### config.mk
export PLATFORM = sky130hd
export DESIGN_NAME = traffic_queue_counter
export DESIGN_NICKNAME = d
export VERILOG_FILES = /design/src/rtl/traffic_queue_counter.sv
export SDC_FILE = /design/constraint.sdc
export NUM_CORES = 1
export LEC_CHECK = 0
export CORE_MARGIN = 2
export CORE_UTILIZATION = 35
export DETAILED_ROUTE_END_ITERATION = 10
export PLACE_DENSITY_LB_ADDON = 0.12
export SYNTH_ARGS = -nofsm -noshare
export SYNTH_HDL_FRONTEND = slang
export SYNTH_SLANG_ARGS = --single-unit
export TNS_END_PERCENT = 10
### constraint.sdc
create_clock -name clk -period 3.4 [get_ports clk]
set_clock_uncertainty 0.05 [all_clocks]
set_input_delay 0.34 -clock clk [delete_from_list [all_inputs] [get_ports clk]]
set_output_delay 0.34 -clock clk [all_outputs]
set_load 0.1 [all_outputs]
### src/rtl/traffic_queue_counter.sv
// Per-road vehicle queue estimator for the three-road traffic light controller.
// Counts loop-detector arrivals on roads 1-3, retires one queued vehicle every
// DEPART_CYCLES cycles of continuous green, and raises a hysteretic congestion
// request (emerg) back to the controller.
//
// Optional build macro: TRAFFIC_SYNC_EN
//   Defined   - sensor passes through a 2-flop synchronizer before the edge
//               detector (arrival-to-count latency +2 cycles).
//   Undefined - sensor is assumed synchronous to clk.
module traffic_queue_counter #(
  parameter int unsigned WIDTH         = 16,
  parameter int unsigned DEPART_CYCLES = 4,
  parameter int unsigned EMERG_ON      = 1000,
  parameter int unsigned EMERG_OFF     = 800
) (
  input  logic             clk,
  input  logic             rst,
  input  logic [2:0]       sensor,
  input  logic [2:0]       green,
  output logic [WIDTH-1:0] traffic1,
  output logic [WIDTH-1:0] traffic2,
  output logic [WIDTH-1:0] traffic3,
  output logic             emerg,
  output logic [2:0]       sat
);

  localparam int unsigned TimerW = (DEPART_CYCLES > 1) ? $clog2(DEPART_CYCLES) : 1;
  localparam logic [TimerW-1:0] TimerLast = TimerW'(DEPART_CYCLES - 1);
  localparam logic [WIDTH-1:0]  CntMax    = '1;
  // Thresholds may exceed the counter range, so compare in a wide domain.
  localparam int unsigned CmpW = (WIDTH > 32) ? WIDTH : 32;
  localparam logic [CmpW-1:0] OnThr  = CmpW'(EMERG_ON);
  localparam logic [CmpW-1:0] OffThr = CmpW'(EMERG_OFF);

  logic [2:0]             sensor_s;   // sensor as seen by the edge detector
  logic [2:0]             sensor_q;
  logic [2:0]             arr;
  logic [2:0]             dep;
  logic [2:0][WIDTH-1:0]  cnt_q, cnt_d;
  logic [2:0][TimerW-1:0] tmr_q, tmr_d;
  logic [2:0]             sat_q, sat_d;
  logic                   emerg_q, emerg_d;
  logic                   any_hi, all_lo;

`ifdef TRAFFIC_SYNC_EN
  logic [2:0] sync1_q, sync2_q;

  // Two-flop synchronizer; reset preloads raw sensor so a held level is not an arrival.
  always_ff @(posedge clk) begin
    if (rst) begin
      sync1_q <= sensor;
      sync2_q <= sensor;
    end else begin
      sync1_q <= sensor;
      sync2_q <= sync1_q;
    end
  end

  assign sensor_s = sync2_q;
`else
  assign sensor_s = sensor;
`endif

  // Rising edge of the (possibly synchronized) sensor is one arrival.
  assign arr = sensor_s & ~sensor_q;

  // Per-road departure timer and queue count next-state.
  always_comb begin
    dep   = '0;
    tmr_d = '0;
    cnt_d = cnt_q;
    sat_d = sat_q;
    for (int i = 0; i < 3; i++) begin
      // Timer only runs while green with a non-empty queue; otherwise it clears.
      if (green[i] && (cnt_q[i] != '0)) begin
        if (tmr_q[i] == TimerLast) begin
          dep[i] = 1'b1;
        end else begin
          tmr_d[i] = tmr_q[i] + 1'b1;
        end
      end
      if (arr[i] && !dep[i]) begin
        if (cnt_q[i] == CntMax) begin
          sat_d[i] = 1'b1;
        end else begin
          cnt_d[i] = cnt_q[i] + 1'b1;
        end
      end else if (!arr[i] && dep[i]) begin
        cnt_d[i] = cnt_q[i] - 1'b1;
      end
    end
  end

  // Hysteresis thresholds evaluated on registered counts.
  always_comb begin
    any_hi = 1'b0;
    all_lo = 1'b1;
    for (int i = 0; i < 3; i++) begin
      if (CmpW'(cnt_q[i]) >= OnThr) begin
        any_hi = 1'b1;
      end
      if (CmpW'(cnt_q[i]) >= OffThr) begin
        all_lo = 1'b0;
      end
    end
    if (any_hi) begin
      emerg_d = 1'b1;
    end else if (all_lo) begin
      emerg_d = 1'b0;
    end else begin
      emerg_d = emerg_q;
    end
  end

  // State registers; sensor_q takes the raw sensor in reset to suppress a false arrival.
  always_ff @(posedge clk) begin
    if (rst) begin
      sensor_q <= sensor;
      cnt_q    <= '0;
      tmr_q    <= '0;
      sat_q    <= '0;
      emerg_q  <= 1'b0;
    end else begin
      sensor_q <= sensor_s;
      cnt_q    <= cnt_d;
      tmr_q    <= tmr_d;
      sat_q    <= sat_d;
      emerg_q  <= emerg_d;
    end
  end

  assign traffic1 = cnt_q[0];
  assign traffic2 = cnt_q[1];
  assign traffic3 = cnt_q[2];
  assign emerg    = emerg_q;
  assign sat      = sat_q;

endmodule

==> results.txt <==
Combinational group share of total power = 0.585
Buffer type at the clock tree root = sky130_fd_sc_hd__clkbuf_16
Initial antenna violation count = 0
Final non-filler cell total = 879
Required arrival time at the worst endpoint = 3640 ps
Port bufs = 59
Avg Synthesized Cell Area = 7.69 um2
Standby leakage power = 2.50 nW
Total number of placement rows = 42
Number of synthesized flops with an enable pin = 0
Critical Path AT = 3430 ps
Post-Place Worst Slack = 7.95 ps
Overflow after GRT = 0
Setup ws final = 206 ps
Startpoint class of the critical path = register
Netlist area before placement = 4790 um2
Result of the run = complete, no violations
Routed length per placed instance = 16.4 um
Type of the worst setup path = reg -> reg
Maximum capacitance violations = 0
Commonest non-fill, non-tap cells in the layout = sky130_fd_sc_hd__nand2_1 (74), sky130_fd_sc_hd__a21oi_1 (67), sky130_fd_sc_hd__clkdlybuf4s50_1 (58), sky130_fd_sc_hd__nor2_1 (54), sky130_fd_sc_hd__ha_1 (48)
Power per cell area = 851 nW/um2
Top FF cell, synth = sky130_fd_sc_hd__dfxtp_1
Final-layout worst hold slack = 370 ps
Utilization after layout = 0.464
Multi-input gate area in the final layout = 3470 um2
First-pass iteration count of the detailed router = 4
Final setup vio count = 0
Commonest non-fill, non-tap cell in the layout = sky130_fd_sc_hd__nand2_1
Kind of capture point of the worst setup path = register
Via count of the first global-routing pass = 4731
Tightest Hold Check Type = reg -> reg
Pin slew with the least headroom to its limit = 1010 ps
Clock transition time at the flip-flop clock pins of the worst setup and hold paths = 60 ps
Clk sink count = 61
Total nets after synthesis = 682
Cell-internal power = 2.67 mW
Seq. cell area = 1280 um2
Die width = 121 um
# fillers = 1317
Count of cell types in the netlist = 62
CTS Hold Buffers Added = 0
R2R setup slack = 210 ps
Boundary pin count = 60
Final total power = 5.26 mW
Post-Route WL = 14400 um
Largest fanout of any net on the critical path = 20
Fin. Hold Viols = 0
Layout overhead on the synthesized area = 28.9%
Number of max-slew violations in the final report = 0
Switching part of the total power = 0.491
Iteration-0 DRC Markers = 239
Max-slew headroom at the worst pin = 0.327
Largest net degree at the start of global routing = 35
Count of synthesis-stage warnings from yosys = 0
Y dimension of the die = 121 um
Clock buffers created by TritonCTS = 9
Async SR Flop Fraction = 0
Net Sw Power = 2.58 mW
Worst vdd ir = 351 uV
Initial core utilization = 0.360
Unrepaired setup endpoints after global routing = true
DRC errors left = 0
Clock network fraction of design power = 0.209
Timing-limited maximum frequency = 313 MHz
Clk buf depth = 2
Minimum period implied by the final worst setup slack = 3190 ps
Weighted congestion reported at the end of routability-driven placement = 0.890
Share of layout cells above drive strength 1 = 0.152
Aggregate global-route resource usage = 0.205
Mapped Cells = 623
Cells after DPL = 862
Number of vias in the routed layout = 4923
Final period util = 0.939
Detail Route Antenna Nets = 0
Post-DR vias/cell = 5.60
Total of flip-flops plus latches after synthesis = 61
Wire length of the first global-routing pass = 23800 um
Die area = 14600 um2
Worst-skew pair later-pin latency = 350 ps
Count of antenna diodes in the layout = 0
CTS HTree Levels = 3
Core ar. = 13300 um2
Post-detailed-placement half-perimeter wirelength = 10700 um
Sequential cell fraction of total power = 0.205
Final layout net count = 757
Sequential element share of the synthesized area = 0.255
CTS tree = yes
## flip-flops by register name, indices dropped and copies added, names as in the netlist
signal and flops:
sensor_q 3, traffic3 16, tmr_q 6, sat 3, traffic2 16, emerg 1
traffic1 16
## timing repair
action	CTS	global route
gates resized for setup	0	10
setup buffers	0	1
endpoints found under the setup margin	0	16
## critical path: stages, from the launching register on
cell and delay, ps:
sky130_fd_sc_hd__dfxtp_2 350, sky130_fd_sc_hd__nor3_1 270, sky130_fd_sc_hd__nor4b_2 370, sky130_fd_sc_hd__a41oi_2 190, sky130_fd_sc_hd__buf_12 190, sky130_fd_sc_hd__ha_1 370
sky130_fd_sc_hd__nand3_1 100, sky130_fd_sc_hd__o2111a_1 280, sky130_fd_sc_hd__a211oi_1 420, sky130_fd_sc_hd__a31oi_1 190, sky130_fd_sc_hd__a211o_1 300, sky130_fd_sc_hd__nand2_1 60
## area by class of cell
| cell class | instances | area share |
|---|---|---|
| Clock buffer | 10 | 0.0387 |
| Clock inverter | 6 | 0.0178 |
| Inverter | 19 | 0.0116 |
| Multi-Input combinational cell | 524 | 0.563 |
| Sequential cell | 61 | 0.207 |
| Tap cell | 176 | 0.0357 |
| Timing Repair Buffer | 83 | 0.126 |
## final timing paths
check | from | end | cells past startpoint
hold / removal | tmr_q[4]$_SDFF_PP0_ | tmr_q[4]$_SDFF_PP0_ | 1
setup / recovery | traffic2[6]$_SDFFE_PP0P_ | traffic2[15]$_SDFFE_PP0P_ | 11
hold reg to reg | tmr_q[4]$_SDFF_PP0_ | tmr_q[4]$_SDFF_PP0_ | 1
setup reg to reg | traffic2[6]$_SDFFE_PP0P_ | traffic2[15]$_SDFFE_PP0P_ | 11
## routing by layer
layer  track usage  vias to the layer above  part of all wire
li1              -                     2491                 -
met2         0.329                      101              0.46
met3        0.0315                       17             0.043
met1         0.272                     2314              0.48
met4        0.0908                        0             0.021
met5             0                        -                 0
## Yosys cell counts (4+ instances only)
cell type                   instances  area [um2]
sky130_fd_sc_hd__a31oi_1           11        68.8
sky130_fd_sc_hd__o2111ai_1          4        35.0
sky130_fd_sc_hd__nor2b_1            9        56.3
sky130_fd_sc_hd__nand2b_1          12        75.1
sky130_fd_sc_hd__nor4b_1            4        35.0
sky130_fd_sc_hd__and2_1             7        43.8
sky130_fd_sc_hd__xnor2_1           19         166
sky130_fd_sc_hd__ha_1              48         601
sky130_fd_sc_hd__nand2_1           74         278
sky130_fd_sc_hd__nand4_1           18         113
sky130_fd_sc_hd__clkbuf_1          15        56.3
sky130_fd_sc_hd__dfxtp_1           61        1220
sky130_fd_sc_hd__o211ai_1           4        30.0
sky130_fd_sc_hd__nor2_1            55         206
sky130_fd_sc_hd__or3_1              7        43.8
sky130_fd_sc_hd__nand3_1           29         145
sky130_fd_sc_hd__nor4_1            11        68.8
sky130_fd_sc_hd__nor3_1             8        40.0
sky130_fd_sc_hd__a21o_1            20         150
sky130_fd_sc_hd__mux2i_1            4        40.0
sky130_fd_sc_hd__and3_1            11        68.8
sky130_fd_sc_hd__o21a_1             7        52.6
sky130_fd_sc_hd__a21oi_1           67         335
sky130_fd_sc_hd__o21ai_0           26         130
sky130_fd_sc_hd__a211oi_1          16         120
sky130_fd_sc_hd__inv_1             19        71.3
## logic make-up (layout without fill, tap and decap cells)
group / count (synthesis) / in the layout / share of synthesized area
buffers and inverters: 38 / 118 / 0.0308
XOR/XNOR: 21 / 21 / 0.0384
AND/OR/NAND/NOR: 255 / 255 / 0.265
multiplexers: 4 / 4 / 0.00836
flip-flops: 61 / 61 / 0.255
AO/OA/AOI/OAI: 193 / 193 / 0.264
adder cells (fa/ha/maj): 51 / 51 / 0.138
## power groups by stage
stage / sequential, mW / clock (mW) / combinational [mW]
3_5_place_dp: 1.09 / 0 / 3.03
2_1_floorplan: 1.86 / 0 / 1.52
6_report: 1.08 / 1.10 / 3.08
5_1_grt: 1.10 / 1.16 / 3.34
4_1_cts: 1.07 / 1.13 / 3.04
3_3_place_gp: 1.09 / 0 / 2.99
## stage by stage
step | setup TNS [ps] | area [um2]
floorplan | -196 | 4850
global placement | 0 | 5770
detailed placement | 0 | 5770
CTS | 0 | 6120
global route | -70.6 | 6170
finish | 0 | 6170
No activity file was read; power rests on OpenSTA's default activity.
